### src/rtl/mem_access_unit.sv
// MEM-stage load/store unit: turns byte-addressed pipeline requests into word-wide
// memory cycles, with read-modify-write for sub-word stores and extension for sub-word loads.
module mem_access_unit #(
   parameter int LEN_ADDR = 32,
   parameter int LEN_DATA = 32,
   parameter int MEM_AW   = 11
) (
   input  logic                clk,
   input  logic                reset,
   input  logic                req_valid,
   output logic                req_ready,
   input  logic                req_load,
   input  logic                req_store,
   input  logic [1:0]          req_size,
   input  logic                req_signed,
   input  logic [LEN_ADDR-1:0] req_addr,
   input  logic [LEN_DATA-1:0] req_wdata,
   output logic                rsp_valid,
   output logic [LEN_DATA-1:0] rsp_rdata,
   output logic                rsp_err,
   output logic                mem_rd,
   output logic                mem_wr,
   output logic [MEM_AW-1:0]   mem_addr,
   output logic [LEN_DATA-1:0] mem_wdata,
   input  logic [LEN_DATA-1:0] mem_rdata
);

   localparam logic [2:0] S_IDLE      = 3'd0;
   localparam logic [2:0] S_LD_ADDR   = 3'd1;
   localparam logic [2:0] S_LD_DATA   = 3'd2;
   localparam logic [2:0] S_RMW_ADDR  = 3'd3;
   localparam logic [2:0] S_RMW_MERGE = 3'd4;
   localparam logic [2:0] S_ST_WR     = 3'd5;
   localparam logic [2:0] S_RESP      = 3'd6;

   localparam logic [1:0] SZ_BYTE = 2'b00;
   localparam logic [1:0] SZ_HALF = 2'b01;
   localparam logic [1:0] SZ_WORD = 2'b10;

   logic [2:0]          r_state;
   logic [1:0]          r_size;
   logic [1:0]          r_lane;
   logic                r_signed;
   logic                r_err;
   logic [15:0]         r_wdata;

   logic                r_rsp_valid;
   logic [LEN_DATA-1:0] r_rsp_rdata;
   logic                r_rsp_err;
   logic                r_mem_rd;
   logic                r_mem_wr;
   logic [MEM_AW-1:0]   r_mem_addr;
   logic [LEN_DATA-1:0] r_mem_wdata;

   logic                w_idle;
   logic                w_accept;
   logic                w_err_size;
   logic                w_err_kind;
   logic                w_err_align;
   logic                w_req_err;
   logic [7:0]          w_rd_byte [4];
   logic [3:0]          w_wr_sel;
   logic [LEN_DATA-1:0] w_merged;
   logic [7:0]          w_ld_byte;
   logic [15:0]         w_ld_half;
   logic [LEN_DATA-1:0] w_load_data;
   logic                w_unused;

   assign w_idle    = (r_state == S_IDLE);
   assign w_accept  = req_valid && w_idle;
   assign req_ready = w_idle;

   assign w_err_size  = (req_size == 2'b11);
   assign w_err_kind  = (req_load == req_store);
   assign w_err_align = ((req_size == SZ_HALF) && req_addr[0]) ||
                        ((req_size == SZ_WORD) && (req_addr[1:0] != 2'b00));
   assign w_req_err   = w_err_size || w_err_kind || w_err_align;

   // Upper address bits fall outside the memory window; addresses simply wrap.
   assign w_unused = &{1'b0, req_addr[LEN_ADDR-1:MEM_AW+2]};

   // Per-lane view of the read word and the store merge; halfword stores
   // cover the lane pair selected by the upper lane bit.
   generate
      for (genvar gi = 0; gi < 4; gi++) begin : g_lane
         localparam logic [1:0] LANE = 2'(gi);
         assign w_rd_byte[gi] = mem_rdata[8*gi +: 8];
         assign w_wr_sel[gi]  = (r_size == SZ_BYTE) ? (r_lane == LANE)
                                                    : (r_lane[1] == LANE[1]);
         assign w_merged[8*gi +: 8] = !w_wr_sel[gi] ? w_rd_byte[gi] :
                                      ((r_size == SZ_HALF) && LANE[0]) ? r_wdata[15:8]
                                                                       : r_wdata[7:0];
      end
   endgenerate

   assign w_ld_byte = w_rd_byte[r_lane];
   assign w_ld_half = r_lane[1] ? mem_rdata[31:16] : mem_rdata[15:0];

   always_comb begin
      w_load_data = mem_rdata;
      case (r_size)
         SZ_BYTE: w_load_data = {{(LEN_DATA-8){r_signed & w_ld_byte[7]}}, w_ld_byte};
         SZ_HALF: w_load_data = {{(LEN_DATA-16){r_signed & w_ld_half[15]}}, w_ld_half};
         default: w_load_data = mem_rdata;
      endcase
   end

   always_ff @(posedge clk or negedge reset) begin
      if (!reset) begin
         r_state     <= S_IDLE;
         r_size      <= SZ_BYTE;
         r_lane      <= 2'b00;
         r_signed    <= 1'b0;
         r_err       <= 1'b0;
         r_wdata     <= '0;
         r_rsp_valid <= 1'b0;
         r_rsp_rdata <= '0;
         r_rsp_err   <= 1'b0;
         r_mem_rd    <= 1'b0;
         r_mem_wr    <= 1'b0;
         r_mem_addr  <= '0;
         r_mem_wdata <= '0;
      end else begin
         // Strobes are single-cycle unless a state explicitly raises them.
         r_rsp_valid <= 1'b0;
         r_rsp_err   <= 1'b0;
         r_mem_rd    <= 1'b0;
         r_mem_wr    <= 1'b0;
         case (r_state)
            S_IDLE: begin
               if (w_accept) begin
                  r_size      <= req_size;
                  r_lane      <= req_addr[1:0];
                  r_signed    <= req_signed;
                  r_wdata     <= req_wdata[15:0];
                  r_err       <= w_req_err;
                  r_rsp_rdata <= '0;
                  if (w_req_err) begin
                     r_state <= S_RESP;
                  end else if (req_load) begin
                     r_mem_rd   <= 1'b1;
                     r_mem_addr <= req_addr[MEM_AW+1:2];
                     r_state    <= S_LD_ADDR;
                  end else if (req_size == SZ_WORD) begin
                     r_mem_wr    <= 1'b1;
                     r_mem_addr  <= req_addr[MEM_AW+1:2];
                     r_mem_wdata <= req_wdata;
                     r_state     <= S_ST_WR;
                  end else begin
                     r_mem_rd   <= 1'b1;
                     r_mem_addr <= req_addr[MEM_AW+1:2];
                     r_state    <= S_RMW_ADDR;
                  end
               end
            end
            S_LD_ADDR: r_state <= S_LD_DATA;
            S_LD_DATA: begin
               r_rsp_rdata <= w_load_data;
               r_state     <= S_RESP;
            end
            S_RMW_ADDR: r_state <= S_RMW_MERGE;
            S_RMW_MERGE: begin
               r_mem_wdata <= w_merged;
               r_mem_wr    <= 1'b1;
               r_state     <= S_ST_WR;
            end
            S_ST_WR: r_state <= S_RESP;
            S_RESP: begin
               r_rsp_valid <= 1'b1;
               r_rsp_err   <= r_err;
               r_state     <= S_IDLE;
            end
            default: r_state <= S_IDLE;
         endcase
      end
   end

   assign rsp_valid = r_rsp_valid;
   assign rsp_rdata = r_rsp_rdata;
   assign rsp_err   = r_rsp_err;
   assign mem_rd    = r_mem_rd;
   assign mem_wr    = r_mem_wr;
   assign mem_addr  = r_mem_addr;
   assign mem_wdata = r_mem_wdata;

   a_rd_wr_exclusive: assert property (@(posedge clk) disable iff (!reset)
      !(r_mem_rd && r_mem_wr));

endmodule

### config.mk
export PLATFORM = sky130hd
export DESIGN_NAME = mem_access_unit
export DESIGN_NICKNAME = d
export VERILOG_FILES = /design/src/rtl/mem_access_unit.sv
export SDC_FILE = /design/constraint.sdc
export NUM_CORES = 1
export LEC_CHECK = 0
export ABC_CLOCK_PERIOD_IN_PS = 1900
export BUFFER_PORTS_ARGS = -buffer_cell sky130_fd_sc_hd__buf_2
export CELL_PAD_IN_SITES_DETAIL_PLACEMENT = 1
export CELL_PAD_IN_SITES_GLOBAL_PLACEMENT = 1
export CORE_UTILIZATION = 34
export CTS_CLUSTER_SIZE = 40
export DETAILED_ROUTE_END_ITERATION = 12
export PLACE_DENSITY_LB_ADDON = 0.12
export SLEW_MARGIN = 5
export SYNTH_ARGS = -nofsm -noshare
export SYNTH_HDL_FRONTEND = slang
export SYNTH_SLANG_ARGS = --single-unit
### constraint.sdc
create_clock -name clk -period 1.9 [get_ports clk]
set_clock_uncertainty 0.2 [all_clocks]
set_input_delay 0.19 -clock clk [delete_from_list [all_inputs] [get_ports clk]]
set_output_delay 0.19 -clock clk [all_outputs]
set_load 0.05 [all_outputs]
==> impl_metrics.ini <==
[synthesis]
ys_warn_count = 0
synth-edff-count = 0
avgSynthCellArea_sq_um = 10.04
ys_ff_latch = 104
yosys_most_used_dff = dfrtp_1
synth_area_sq_um = 5441
synth_cells = 542
async_flop_share = 1.000
synth_fp_nets = 646
yosysSeqAreaShare = 0.4783
synth_cell_types = 54

[setup_path]
crit_fanout = 7
cp_num_buf_inv = 2
start_kind = register
critPathKind = register to register
endpoint_kind = register
cp_cell_sequence = buf_6 > nor3_4 > and2_4 > and3_4 > buf_12 > mux2_4
arrival_ps = 1950
worstPathRequired_ps = 1940
startpoint = r_state[0]$_DFFE_PN0P_
timing.rr.end = mem_addr[1]$_DFFE_PN0P_
reg2reg_slack_ps = -2
cp_top_family = simple AND/OR/NAND/NOR gates
critPathCapture = mem_addr[1]$_DFFE_PN0P_
r2r_start = r_state[0]$_DFFE_PN0P_
cpPeakStageDelay_ps = 420
crit_cells = 6
slowest_stage = dfrtp_1
r2r_cells = 6

[floorplan]
die_h_microns = 128.5
initial_core_util = 0.3527
core_area_sq_um = 15430
dieWidth_microns = 128.5
dieArea_sq_um = 16510
ios = 184
rows = 45

[layout]
finalNonFillerCells = 1017
nets = 904
layout_commonest_cell = buf_2
area_growth_pct = 47.55
fillCellCount = 1801
drive_gt1_frac = 0.3739
layout_common_cells = buf_2 (163), nand2_1 (105), dfrtp_1 (100)

[sta]
setup_ws_ps = -2.402
maxSlewHeadroom = 0.5632
period_share = 1.001
setup_violations = 1
slew_viol_final = 0
whs_ps = 12.46
worst_pin_slew_ps = 652.8
hold_viol = 0
fin_setup_tns_ps = -2.402
fmax_mhz = 525.7
fin_crit_ps = 1902
rsz0062_at_grt = true

[cts]
cts_max_path_buffers = 2
cts_tree = done
cts-root-buf = clkbuf_16
ctsHtreeMaxLevel = 3
clock-sinks = 104
path_clk_slew_ps = 70
cts_inserted_buffers = 9
clock_latency_ps = 360

[place]
gp_congestion = 0.8237
dp_hpwl_microns = 14240
port-buffer-count = 164
dp_slack_ps = -108.3
dp_cells = 922

[global_routing]
grt_usage = 0.2562
grt_start_max_net_pins = 56
antenna_found_initial = 1
grt_overflow = 0
grt_pass1_wl_microns = 31610
grt_pass1_vias = 5551

[outcome]
run_status = finished with violations
violations = setup timing

[pwr]
total_power_w = 0.01532
power_density_nw_per_um2 = 1908
ir_drop_v = 0.0008189
power_leakage_nw = 3.960

[flow_run]
drv_cap = 0

[min_path]
hp-class = input pin to register

[drt]
vias_per_cell = 5.311
first_pass_iters = 4
wl_per_cell_microns = 21.05
drc = 0
drt_wl_total_microns = 21410
drtIter0Drc = 319
final_antenna_net_count = 0
num_vias = 5401
## cell type report
cell class | instances | area [sq um] | area share
diodes | 1 | 2.502 | 0.0003117
clock buffers | 9 | 225.2 | 0.02805
clock inverters | 7 | 46.29 | 0.005766
inverters | 15 | 56.30 | 0.007013
multi-input cells | 381 | 2686 | 0.3346
flip-flops and latches | 104 | 2608 | 0.3248
well taps | 211 | 264.0 | 0.03288
repair buffers | 289 | 2141 | 0.2666
## kinds of logic (layout without fill, tap and decap cells)
kind of cell,after synthesis,after routing,synth area share
simple gates,178,178,0.1442
other cells,0,1,0
mux,64,64,0.1412
flops,104,104,0.4783
compound gates,138,138,0.1819
xor+xnor,1,1,0.001610
buf+inv,57,320,0.05288
## report_power, final
part	internal, W	total (W)	switching, W	leakage, nW
clock network	0.000890	0.00179	0.000895	0.139
registers	0.00326	0.00399	0.000727	1.29
logic	0.00339	0.00955	0.00616	2.53
## worst register-to-register path: cells and delay by family, from the launching register on
family	cells	cell delay, ps
buffers and inverters	2	290
multiplexers	1	310
AND/OR/NAND/NOR	3	550
flip-flops	1	420
## worst min-delay path by stage
stage / start / endpoint / slack [ps] / cells past startpoint
finish: req_wdata[17] / mem_wdata[17]$_DFFE_PN0P_ / 10 / 3
global route: req_wdata[17] / mem_wdata[17]$_DFFE_PN0P_ / 20 / 3
CTS: req_wdata[17] / mem_wdata[17]$_DFFE_PN0P_ / 0.2 / 3
detailed placement: reset / rsp_rdata[24]$_DFFE_PN0P_ / -190 / 1
global placement: reset / rsp_rdata[24]$_DFFE_PN0P_ / -190 / 1
floorplan: reset / mem_addr[0]$_DFFE_PN0P_ / -310 / 0
## flip-flops by register name, summed over array words and instances, names as in the netlist
signal	flops
mem_rd	1
r_err	1
mem_wdata	32
r_wdata	16
mem_wr	1
r_state	3
rsp_rdata	32
r_lane	2
r_signed	1
mem_addr	11
rsp_err	1
rsp_valid	1
r_size	2
## cell usage after synthesis (all sizes together) (2+ instances only)
cell type	n	area, sq um
a2bb2oi	3	26.28
mux2	18	232.7
mux2i	40	400.4
nand3	14	70.07
dfrtp	104	2603
o31ai	3	36.28
o211ai	5	37.54
inv	14	52.55
nand2	105	394.1
mux4	6	135.1
buf	22	155.1
a21oi	28	143.9
o22ai	7	43.79
clkbuf	20	76.32
and2	3	18.77
a221o	22	220.2
nor2	24	97.60
nand2b	5	31.28
and3	4	25.02
nor2b	2	12.51
nor3b	2	15.01
a211oi	2	15.01
o21ai	34	181.4
nor3	13	70.07
a22oi	25	187.7
## metal layers
metal / share of wire / global-route usage / wire length, microns
met5: 0 / 0 / 0
met4: 0.033 / 0.1135 / 715
met3: 0.039 / 0.03410 / 844
met2: 0.47 / 0.4054 / 9993
met1: 0.46 / 0.3512 / 9853
## stage by stage
step                      instance area (sq um)    util
after floorplan                            5449       -
after global placement                     6769  0.4388
after detailed placement                   6769  0.4388
after CTS                                  7722  0.5006
after global routing                       8029  0.5204
final                                      8029  0.5204
## repair_timing
item                                    CTS  global route
gates cloned                              0             5
endpoints found under the setup margin   38            68
hold buffers                             65             0
endpoints found under the hold margin   181             0
pin swaps                                 1            21
gates resized for setup                   9            33
buffers inserted                          0             8
(Power assumes the default switching activity.)
